[src/rtl/axi_rd_arbiter.sv]
// 2:1 AXI4-Lite read-channel arbiter (fetch m0 / LSU m1 -> one slave), one outstanding read at a time.
// Define AXI_ARB_RR_EN for round-robin ties; otherwise fixed priority with m1 winning ties.
module axi_rd_arbiter #(
  parameter int ADDR_W = 32,
  parameter int DATA_W = 32
) (
  input  logic              clk,
  input  logic              rst,
  input  logic              m0_ar_valid_i,
  input  logic [ADDR_W-1:0] m0_ar_addr_i,
  output logic              m0_ar_ready_o,
  output logic              m0_r_valid_o,
  output logic [DATA_W-1:0] m0_r_data_o,
  output logic [1:0]        m0_r_resp_o,
  input  logic              m0_r_ready_i,
  input  logic              m1_ar_valid_i,
  input  logic [ADDR_W-1:0] m1_ar_addr_i,
  output logic              m1_ar_ready_o,
  output logic              m1_r_valid_o,
  output logic [DATA_W-1:0] m1_r_data_o,
  output logic [1:0]        m1_r_resp_o,
  input  logic              m1_r_ready_i,
  output logic              s_ar_valid_o,
  output logic [ADDR_W-1:0] s_ar_addr_o,
  input  logic              s_ar_ready_i,
  input  logic              s_r_valid_i,
  input  logic [DATA_W-1:0] s_r_data_i,
  input  logic [1:0]        s_r_resp_i,
  output logic              s_r_ready_o
);

  typedef enum logic [1:0] {IDLE, SADDR, SDATA} state_e;

  state_e            state_q, state_d;
  logic              gnt_q, gnt_d;
  logic              last_q, last_d;
  logic [ADDR_W-1:0] addr_q, addr_d;

  logic any_req;
  logic win;
  logic ar_hs;
  logic gnt_r_ready;
  logic r_hs;

  always_comb begin
    any_req = m0_ar_valid_i | m1_ar_valid_i;
`ifdef AXI_ARB_RR_EN
    if (m0_ar_valid_i && m1_ar_valid_i) begin
      win = ~last_q;
    end else begin
      win = m1_ar_valid_i;
    end
`else
    win = m1_ar_valid_i;
`endif
  end

  // ar_ready is gated by rst so no handshake can be signalled while reset is held
  assign ar_hs       = (state_q == IDLE) && rst && any_req;
  assign gnt_r_ready = gnt_q ? m1_r_ready_i : m0_r_ready_i;
  assign r_hs        = (state_q == SDATA) && s_r_valid_i && gnt_r_ready;

  always_ff @(posedge clk or negedge rst) begin
    if (!rst) begin
      state_q <= IDLE;
      gnt_q   <= 1'b0;
      last_q  <= 1'b1;
      addr_q  <= '0;
    end else begin
      state_q <= state_d;
      gnt_q   <= gnt_d;
      last_q  <= last_d;
      addr_q  <= addr_d;
    end
  end

  always_comb begin
    state_d = state_q;
    gnt_d   = gnt_q;
    last_d  = last_q;
    addr_d  = addr_q;
    case (state_q)
      IDLE: begin
        if (ar_hs) begin
          addr_d  = win ? m1_ar_addr_i : m0_ar_addr_i;
          gnt_d   = win;
          state_d = SADDR;
        end
      end
      SADDR: begin
        if (s_ar_ready_i) begin
          state_d = SDATA;
        end
      end
      SDATA: begin
        if (r_hs) begin
          last_d  = gnt_q;
          state_d = IDLE;
        end
      end
      default: state_d = IDLE;
    endcase
  end

  // R channel is a pure pass-through to the granted master; the other master sees zeros
  always_comb begin
    m0_ar_ready_o = 1'b0;
    m1_ar_ready_o = 1'b0;
    s_ar_valid_o  = 1'b0;
    m0_r_valid_o  = 1'b0;
    m0_r_data_o   = '0;
    m0_r_resp_o   = 2'b00;
    m1_r_valid_o  = 1'b0;
    m1_r_data_o   = '0;
    m1_r_resp_o   = 2'b00;
    s_r_ready_o   = 1'b0;
    case (state_q)
      IDLE: begin
        m0_ar_ready_o = ar_hs & ~win;
        m1_ar_ready_o = ar_hs & win;
      end
      SADDR: begin
        s_ar_valid_o = 1'b1;
      end
      SDATA: begin
        s_r_ready_o = gnt_r_ready;
        if (gnt_q) begin
          m1_r_valid_o = s_r_valid_i;
          m1_r_data_o  = s_r_data_i;
          m1_r_resp_o  = s_r_resp_i;
        end else begin
          m0_r_valid_o = s_r_valid_i;
          m0_r_data_o  = s_r_data_i;
          m0_r_resp_o  = s_r_resp_i;
        end
      end
      default: begin
        s_ar_valid_o = 1'b0;
      end
    endcase
  end

  assign s_ar_addr_o = addr_q;

endmodule
[config.mk]
export PLATFORM = sky130hd
export DESIGN_NAME = axi_rd_arbiter
export DESIGN_NICKNAME = d
export VERILOG_FILES = /design/src/rtl/axi_rd_arbiter.sv
export SDC_FILE = /design/constraint.sdc
export NUM_CORES = 1
export LEC_CHECK = 0
export CORE_MARGIN = 4
export CORE_UTILIZATION = 33
export DETAILED_ROUTE_END_ITERATION = 10
export GPL_ROUTABILITY_DRIVEN = 0
export GPL_TIMING_DRIVEN = 1
export PLACE_DENSITY = 0.91
export RECOVER_POWER = 50
export SLEW_MARGIN = 10
export SYNTH_ARGS = -nofsm -noshare
export SYNTH_HDL_FRONTEND = slang
export SYNTH_SLANG_ARGS = --single-unit
[constraint.sdc]
create_clock -name clk -period 5 [get_ports clk]
set_clock_uncertainty 0.15 [all_clocks]
set_input_delay 1 -clock clk [delete_from_list [all_inputs] [get_ports clk]]
set_output_delay 1 -clock clk [all_outputs]
set_load 0.03 [all_outputs]
After elaboration in Yosys (flattened, before gate mapping)
Index checks and enable logic that the tools add are counted.
{ "totals": {"reg_bits": 35, "latchBits": 0, "mem_bits_rw": 0, "romBits": 0, "in_bits": 106, "output_inout_bits": 106, "wordCells": 41, "memories": 0} }
{ "classes": {"add_sub_neg": 0, "mul": 0, "div": 0, "n_lt_le_gt_ge": 0, "eq_ne": 5, "shifts": 0, "mux": 22, "bitwise_logic": 4, "reduce_logical": 7} }
{ "ops": {"columns": ["op", "count"], "rows": [
  ["two-way mux 32 bit", 5],
  ["two-way mux 2 bit", 7],
  ["two-way mux 1 bit", 9],
  ["inequality test 2 bit, second input constant", 3],
  ["one-hot mux 2 bit (3 select lines)", 1],
  ["logical AND 1 bit", 4],
  ["AND reduction 3 bit", 1],
  ["AND 1 bit", 2],
  ["== test 2 x 1 -> 1 bit, second input constant", 1],
  ["== test 2 bit, second input constant", 1],
  ["logical NOT 2 bit", 1],
  ["AND reduction 2 bit", 1],
  ["NOT 1 bit", 1],
  ["OR 1 bit", 1]
]} }

Longest topological paths before layout
Gate-level depths: netlist (run 1).
{ "logic_depth": {"ltp_word": 5, "ltp_mapped": 5, "mapped_depth_nobuf": 3} }

Worst setup path before layout (run 1)
OpenSTA, ideal clock, no wires.
{ "synth_timing": {"path_kind": "input-to-output", "from": "input rst", "to": "output m0_ar_ready_o", "arrival_time_ns": 1.932, "t_required_ns": 3.850, "slack_ns": 1.918, "cell_stages": 4, "path_buffers": 2, "cell_sequence": "nor4bb_1 > clkbuf_1 > buf_2 > and2_1"} }
{ "synth_between": {"elab_chain_len": 4} }
{ "synth_lines": {"columns": ["item", "line", "source"], "rows": [
  ["start: declaration", "8", "input logic rst,"],
  ["logical AND 1 bit (2 in a row)", "59", "assign ar_hs = (state_q == IDLE) && rst && any_req;"],
  ["AND 1 bit", "119", "m0_ar_ready_o = ar_hs & ~win;"],
  ["two-way mux 1 bit", "117", "case (state_q)"],
  ["end: declaration", "11", "output logic m0_ar_ready_o,"]
]} }
Every way passes these cells.

Worst setup path in the final report (run 1)
{ "layout_timing": {"from": "input m1_ar_valid_i", "to": "output m1_ar_ready_o"} }
{ "layout_between": {"elab_chain_len": 4} }
{ "layout_lines": {"columns": ["item", "line", "source"], "rows": [
  ["start: declaration", "16", "input logic m1_ar_valid_i,"],
  ["OR 1 bit", "46", "any_req = m0_ar_valid_i | m1_ar_valid_i;"],
  ["logical AND 1 bit", "59", null],
  ["AND 1 bit *", "120", "m1_ar_ready_o = ar_hs & win;"],
  ["two-way mux 1 bit *", "117", null],
  ["end: declaration", "18", "output logic m1_ar_ready_o,"]
]} }
Mark *: on every way between the ends. The rest lies on a longest branch, timed or not.

==> results of run 1 <==
## layout make-up
cell class                      instances  area share
Multi-Input combinational cell        183       0.274
Timing Repair Buffer                  218       0.483
Inverter                                3     0.00252
Clock inverter                          2     0.00839
Sequential cell                        35       0.196
Tap cell                               77      0.0215
Clock buffer                            5      0.0154
## power by group through the flow
stage | sequential, mW | combinational (mW) | clock (mW)
CTS | 0.562 | 1.40 | 0.252
floorplan | 0.803 | 0.529 | 0
detailed placement | 0.561 | 1.40 | 0
global route | 0.578 | 1.42 | 0.266
global placement | 0.558 | 1.37 | 0
finish | 0.557 | 1.34 | 0.249
## cells in the mapped netlist, drive strengths merged
cell type,n
and2,71
inv,2
dfrtp,35
buf,10
o2bb2ai,2
nand2b,1
nor2b,2
a22oi,32
nor4bb,2
mux2i,1
nor3b,1
a32oi,31
clkbuf,14
nand2,32
o22ai,1
or3b,1
clkinv,1
nand3,1
nand4,1
nor2,4
## sequential cells by signal (all words and copies together), names as in the netlist
register / count
s_ar_addr_o: 32
state_q: 2
gnt_q: 1
## layer usage
metal / vias to the layer above / wire (um) / share of wire
met5: - / 13 / 0.0014
met4: 2 / 181 / 0.020
met3: 21 / 651 / 0.070
met2: 117 / 4920 / 0.53
met1: 1284 / 3490 / 0.38
li1: 1293 / - / -
## per-stage QoR
step | worst slack, ns | hold slack (ns) | area (um2) | utilization
detailed placement | 1.18 | 0.349 | 4370 | 0.680
CTS | 1.17 | 0.366 | 4470 | 0.696
global route | 1.09 | 0.390 | 4470 | 0.696
finish | 1.18 | 0.357 | 4470 | 0.696
global placement | 1.23 | 0.339 | 4370 | 0.680
floorplan | 1.92 | 0.394 | 2200 | -
## worst reg2reg max path: stages, from the launching register on
cell and delay (ns):
dfrtp_1 0.49, or3b_1 0.90, a22oi_1 0.37, nand3_1 0.10
## worst max path at each step
stage	startpoint	end	slack (ns)	cells past startpoint
final	m1_ar_valid_i	m1_ar_ready_o	1.18	3
after global routing	rst	m1_ar_ready_o	1.09	4
after CTS	m1_ar_valid_i	m1_ar_ready_o	1.17	3
after detailed placement	m1_ar_valid_i	m1_ar_ready_o	1.18	3
after global placement	m1_ar_valid_i	m1_ar_ready_o	1.23	3
after floorplan	rst	m0_ar_ready_o	1.92	4
## cell families after synthesis
kind of cell	Yosys count	synth area share
buffers and inverters	27	0.0603
flip-flops	35	0.398
AO/OA/AOI/OAI	66	0.243
multiplexers	1	0.00455
AND/OR/NAND/NOR	116	0.294
## cell usage in the layout, fill, tap and decap left out, drive strengths merged
| cell type | netlist | layout |
|---|---|---|
| nor3b | 1 | 1 |
| nand3 | 1 | 1 |
| nand4 | 1 | 1 |
| buf | 10 | 7 |
| bufinv | 0 | 1 |
| nand2b | 1 | 1 |
| and2 | 71 | 71 |
| o2bb2ai | 2 | 2 |
| clkbuf | 14 | 6 |
| dfrtp | 35 | 35 |
| clkinvlp | 0 | 1 |
| or3b | 1 | 1 |
| nor2 | 4 | 4 |
| dlygate4sd3 | 0 | 33 |
| mux2i | 1 | 1 |
| o22ai | 1 | 1 |
| inv | 2 | 2 |
| nor2b | 2 | 2 |
| clkdlybuf4s50 | 0 | 177 |
| a22oi | 32 | 32 |
| nor4bb | 2 | 2 |
| nand2 | 32 | 32 |
| clkinv | 1 | 1 |
| a32oi | 31 | 31 |
==> results.py, run 1 <==
metrics = {
    "status": {
        "outcome": "finished clean",
    },
    "place": {
        "dp.cells": 516,
        "portBuffers": 211,
        "hpwl_mm": 7.21,
    },
    "layout": {
        "fill_cells": 501,
        "layout-drive-gt1-share": 0.0381,
        "syn_to_final_growth_pct": 103,
        "seq_area_um2": 876,
        "multi_input_area_mm2": 0.00122,
        "n_antenna_cell": 0,
        "nNetsFinal": 552,
        "instances_no_fill": 523,
    },
    "floorplan": {
        "die_area_mm2": 0.00804,
        "die_h_um": 89.6,
        "coreArea_mm2": 0.00642,
        "ios": 212,
        "fp.dieW_um": 89.6,
        "initial_utilization": 0.342,
        "row_count": 29,
    },
    "detailed_routing": {
        "post_drt_wl_per_cell_um": 17.7,
        "first_iter_violations": 120,
        "drc": 0,
        "dr.pass1.iters": 5,
        "num_vias": 2717,
        "final_antenna_net_count": 0,
        "viasPerCell": 5.20,
        "totalWireLength_mm": 9.26,
    },
    "timing": {
        "rsz0062_at_grt": "no",
        "worst_pin_slew_ns": 1.19,
        "fin_tns_setup_ns": 0,
        "max_slew_margin": 0.205,
        "hold_violations": 0,
        "report.final.setup_viol": 0,
        "slew_violations": 0,
        "period_minus_slack_ns": 3.82,
        "fmax_ghz": 0.262,
        "period_share": 0.764,
    },
    "synth": {
        "synthTopCellsByArea": "dfrtp_1, and2_1, a32oi_1",
        "postSynthCellCount": 245,
        "synth_area_mm2": 0.00220,
        "ys_types": 21,
        "ys_seq_area_frac": 0.398,
        "syn_nets": 351,
        "yosysTopAreaCellShare": 0.398,
        "yosysTopAreaCell": "dfrtp_1",
        "ys_ff_latch": 35,
        "synth-warning-count": 0,
        "syn_avg_cell_area_um2": 8.98,
    },
    "setup_path": {
        "crit_required_ns": 3.85,
        "path_common_cell": "clkdlybuf4s50_1",
        "cp_slowest_cell": "clkdlybuf4s50_1",
        "startpoint_type": "input port",
        "worstSetupPathType": "in -> out",
        "cp_slowest_stage_delay_ns": 0.74,
        "cp_num_buf_inv": 2,
        "timing.rr.end": "s_ar_addr_o[31]",
        "worstPathArrival_ns": 2.67,
        "r2r_cells": 3,
        "crit_fanout": 3,
        "path_cells": "clkdlybuf4s50_1 -> nor4bb_4 -> clkdlybuf4s50_1",
        "cp-end-kind": "output port",
        "rrSetupSlack_ns": 2.88,
        "cpLargestDelayFamily": "buffers and inverters",
        "worstReg2RegStart": "state_q[1]",
    },
    "global_route": {
        "grt_overflow_total": 0,
        "grt_pass1_vias": 2665,
        "antenna_found_initial": 1,
        "met2_usage": 0.380,
        "grt_pass1_wl_mm": 13.4,
        "met3_usage": 0.0538,
        "grtUsageMet1": 0.259,
        "grt_start_max_net_pins": 39,
        "grt-busiest-layer": "met2",
        "grt.total_usage": 0.215,
    },
    "min_path": {
        "whs_path_depth": 2,
        "holdCritStartpoint": "s_ar_addr_o[19]",
        "holdPathEnd": "s_ar_addr_o[19]",
        "min_path_type": "reg -> reg",
    },
    "clocking": {
        "cts_inserted_buffers": 5,
        "root_buffer": "clkbuf_8",
        "path_clk_slew_ns": 0.08,
        "clock_latency_ns": 0.28,
        "postCtsSetupBuffers": 0,
        "hold_buffers": 0,
        "ctsLongestPathBuffers": 2,
        "cts_max_level": 2,
        "cts_resized": 0,
        "clock_sinks": 35,
        "cts_tree": "done",
    },
    "pwr": {
        "worst_ir_drop_vdd_mv": 0.266,
        "p_switching_mw": 1.01,
        "p_per_area_mw_per_mm2": 479,
        "p_seq_frac": 0.260,
        "pwr-share-clk": 0.116,
        "internal-power_mw": 1.14,
        "p_leak_nw": 1.79,
        "switching_share": 0.469,
        "power_frac_comb": 0.624,
        "p_total_mw": 2.14,
    },
    "flow_run": {
        "drv_cap": 0,
    },
}
(Power assumes the default switching activity.)
==> run 2, diff against run 1 <==
CORE_UTILIZATION = 27   (was 33)
PLACE_DENSITY = 0.8   (was 0.91)
clock period = 3.15 ns   (was 5 ns; I/O delays follow)
==> run 2 against run 1 <==
Net effect: the flow now finishes with violations (max-capacitance violations, max-slew violations); design area fell by 3.3%; clock-buffer cell count did not move; via count down 0.48%; critical endpoint is now s_r_ready_o; largest cell class unchanged; highest routed layer is now met4.
==> results.py, run 2 (synthesis gave the netlist of run 1 again) <==
metrics = {
    "status": {
        "outcome": "complete, but fails checks",
        "violations": "max-capacitance violations, max-slew violations",
    },
    "timing": {
        "fin_tns_setup_ns": 0,
        "hold_violations": 0,
        "max_slew_margin": -0.126,
        "hold-worst-slack_ns": 0.0950,
        "period_minus_slack_ns": 2.86,
        "rsz0062_at_grt": "no",
        "worst_pin_slew_ns": 1.69,
        "fmax_ghz": 0.349,
        "slew_violations": 32,
        "period_share": 0.909,
        "report.final.setup_viol": 0,
        "worst_slack_ns": 0.286,
    },
    "layout": {
        "mostFrequentLayoutCell": "clkdlybuf4s50_1",
        "layout-drive-gt1-share": 0.199,
        "fill_cells": 734,
        "layout_common_cells": "clkdlybuf4s50_1, buf_4, and2_1",
        "nNetsFinal": 552,
        "n_antenna_cell": 0,
        "seq_area_um2": 876,
        "syn_to_final_growth_pct": 96.6,
        "largest_reg_flops": 32,
        "utilization": 0.554,
        "multi_input_area_mm2": 0.00122,
    },
    "floorplan": {
        "ios": 212,
        "die_h_um": 98.3,
        "initial_utilization": 0.282,
        "fp.dieW_um": 98.3,
        "coreArea_mm2": 0.00781,
        "row_count": 32,
        "die_area_mm2": 0.00966,
    },
    "setup_path": {
        "cp_slowest_stage_delay_ns": 0.68,
        "r2r_cells": 3,
        "worstSetupPathType": "in -> out",
        "rrSetupSlack_ns": 1.01,
        "worstPathArrival_ns": 2.08,
        "timing.rr.end": "s_ar_addr_o[31]",
        "cp_slowest_cell": "clkdlybuf4s50_1",
        "crit_required_ns": 2.37,
        "startpoint_type": "input port",
        "worstReg2RegStart": "state_q[1]",
        "path_cells": "dlygate4sd3_1 -> mux2i_1 -> nor2_1 -> clkdlybuf4s50_1",
        "cp-end-kind": "output port",
        "crit_fanout": 2,
    },
    "detailed_routing": {
        "num_vias": 2704,
        "totalWireLength_mm": 9.17,
        "final_antenna_net_count": 0,
        "viasPerCell": 4.93,
        "dr.pass1.iters": 4,
        "post_drt_wl_per_cell_um": 16.7,
        "first_iter_violations": 63,
        "drc": 0,
    },
    "clocking": {
        "ctsLongestPathBuffers": 2,
        "path_clk_slew_ns": 0.08,
        "cts_tree": "done",
        "clock_latency_ns": 0.28,
        "root_buffer": "clkbuf_8",
        "postCtsSetupBuffers": 0,
        "cts_max_level": 2,
        "clock_sinks": 35,
        "cts_resized": 0,
        "cts_inserted_buffers": 5,
        "hold_buffers": 0,
    },
    "pwr": {
        "p_leak_nw": 1.94,
        "worst_ir_drop_vdd_mv": 0.438,
        "p_total_mw": 3.39,
        "p_per_area_mw_per_mm2": 783,
    },
    "place": {
        "hpwl_mm": 7.01,
        "portBuffers": 211,
        "preCtsSetupSlack_ns": 0.352,
    },
    "global_route": {
        "grt_overflow_total": 0,
        "grt_start_max_net_pins": 36,
        "antenna_found_initial": 0,
        "grt_pass1_wl_mm": 14.2,
        "grt.total_usage": 0.179,
        "grt_pass1_vias": 2694,
    },
    "flow_run": {
        "drv_cap": 1,
    },
    "min_path": {
        "min_path_type": "in -> async",
    },
}
run 2: cell count changes in the layout (fill, tap and decap cells not counted):
| cell | change |
|---|---|
| buf_4 | +71 |
| clkbuf_1 | +1 |
| clkdlybuf4s50_1 | -61 |
| clkinv_2 | +1 |
| clkinv_4 | +1 |
| clkinvlp_4 | -1 |
| dlygate4sd3_1 | -11 |
run 2: layout make-up:
type / count / share of cell area
clock buffer: 5 / 0.0159
clock inverter: 3 / 0.0101
inverter: 3 / 0.00260
multi-input combinational: 183 / 0.283
sequential: 35 / 0.202
tap: 102 / 0.0295
timing repair buffer: 218 / 0.456
run 2: how the worst max path moves through the flow:
stage / cells after the start / slack, ns / end / from
floorplan: 4 / 0.81 / m0_ar_ready_o / rst
global placement: 4 / 0.41 / s_r_ready_o / m0_r_ready_i
detailed placement: 4 / 0.35 / s_r_ready_o / m0_r_ready_i
CTS: 4 / 0.35 / s_r_ready_o / m0_r_ready_i
global route: 4 / 0.24 / s_r_ready_o / m0_r_ready_i
finish: 4 / 0.29 / s_r_ready_o / m0_r_ready_i
run 2: metrics by stage:
stage	instance area (um2)	instances
floorplan	2200	245
global placement	4220	541
detailed placement	4220	541
CTS	4330	549
global route	4330	549
finish	4330	549
run 2: power by group:
group	switching (mW)	internal (mW)
Clock	0.177	0.236
Combinational	1.22	0.872
Sequential	0.199	0.680
run 2: routing by layer:
layer / track usage / vias to the layer above / wire [um]
met4: 0.0410 / 0 / 137
met3: 0.0514 / 12 / 636
met5: 0 / - / 0
li1: - / 1290 / -
met1: 0.215 / 1287 / 3490
met2: 0.319 / 115 / 4900
run 2: worst max-delay path, delay by kind of cell:
kind / cells / cell delay (ns)
mux: 1 / 0.11
buf+inv: 2 / 1.25
simple gates: 1 / 0.10
==> run 3, diff against run 2 <==
CAP_MARGIN = 10   (was not set)
==> results of run 3 <==
The final DEF is identical to that of run 2; final timing and power are the same.
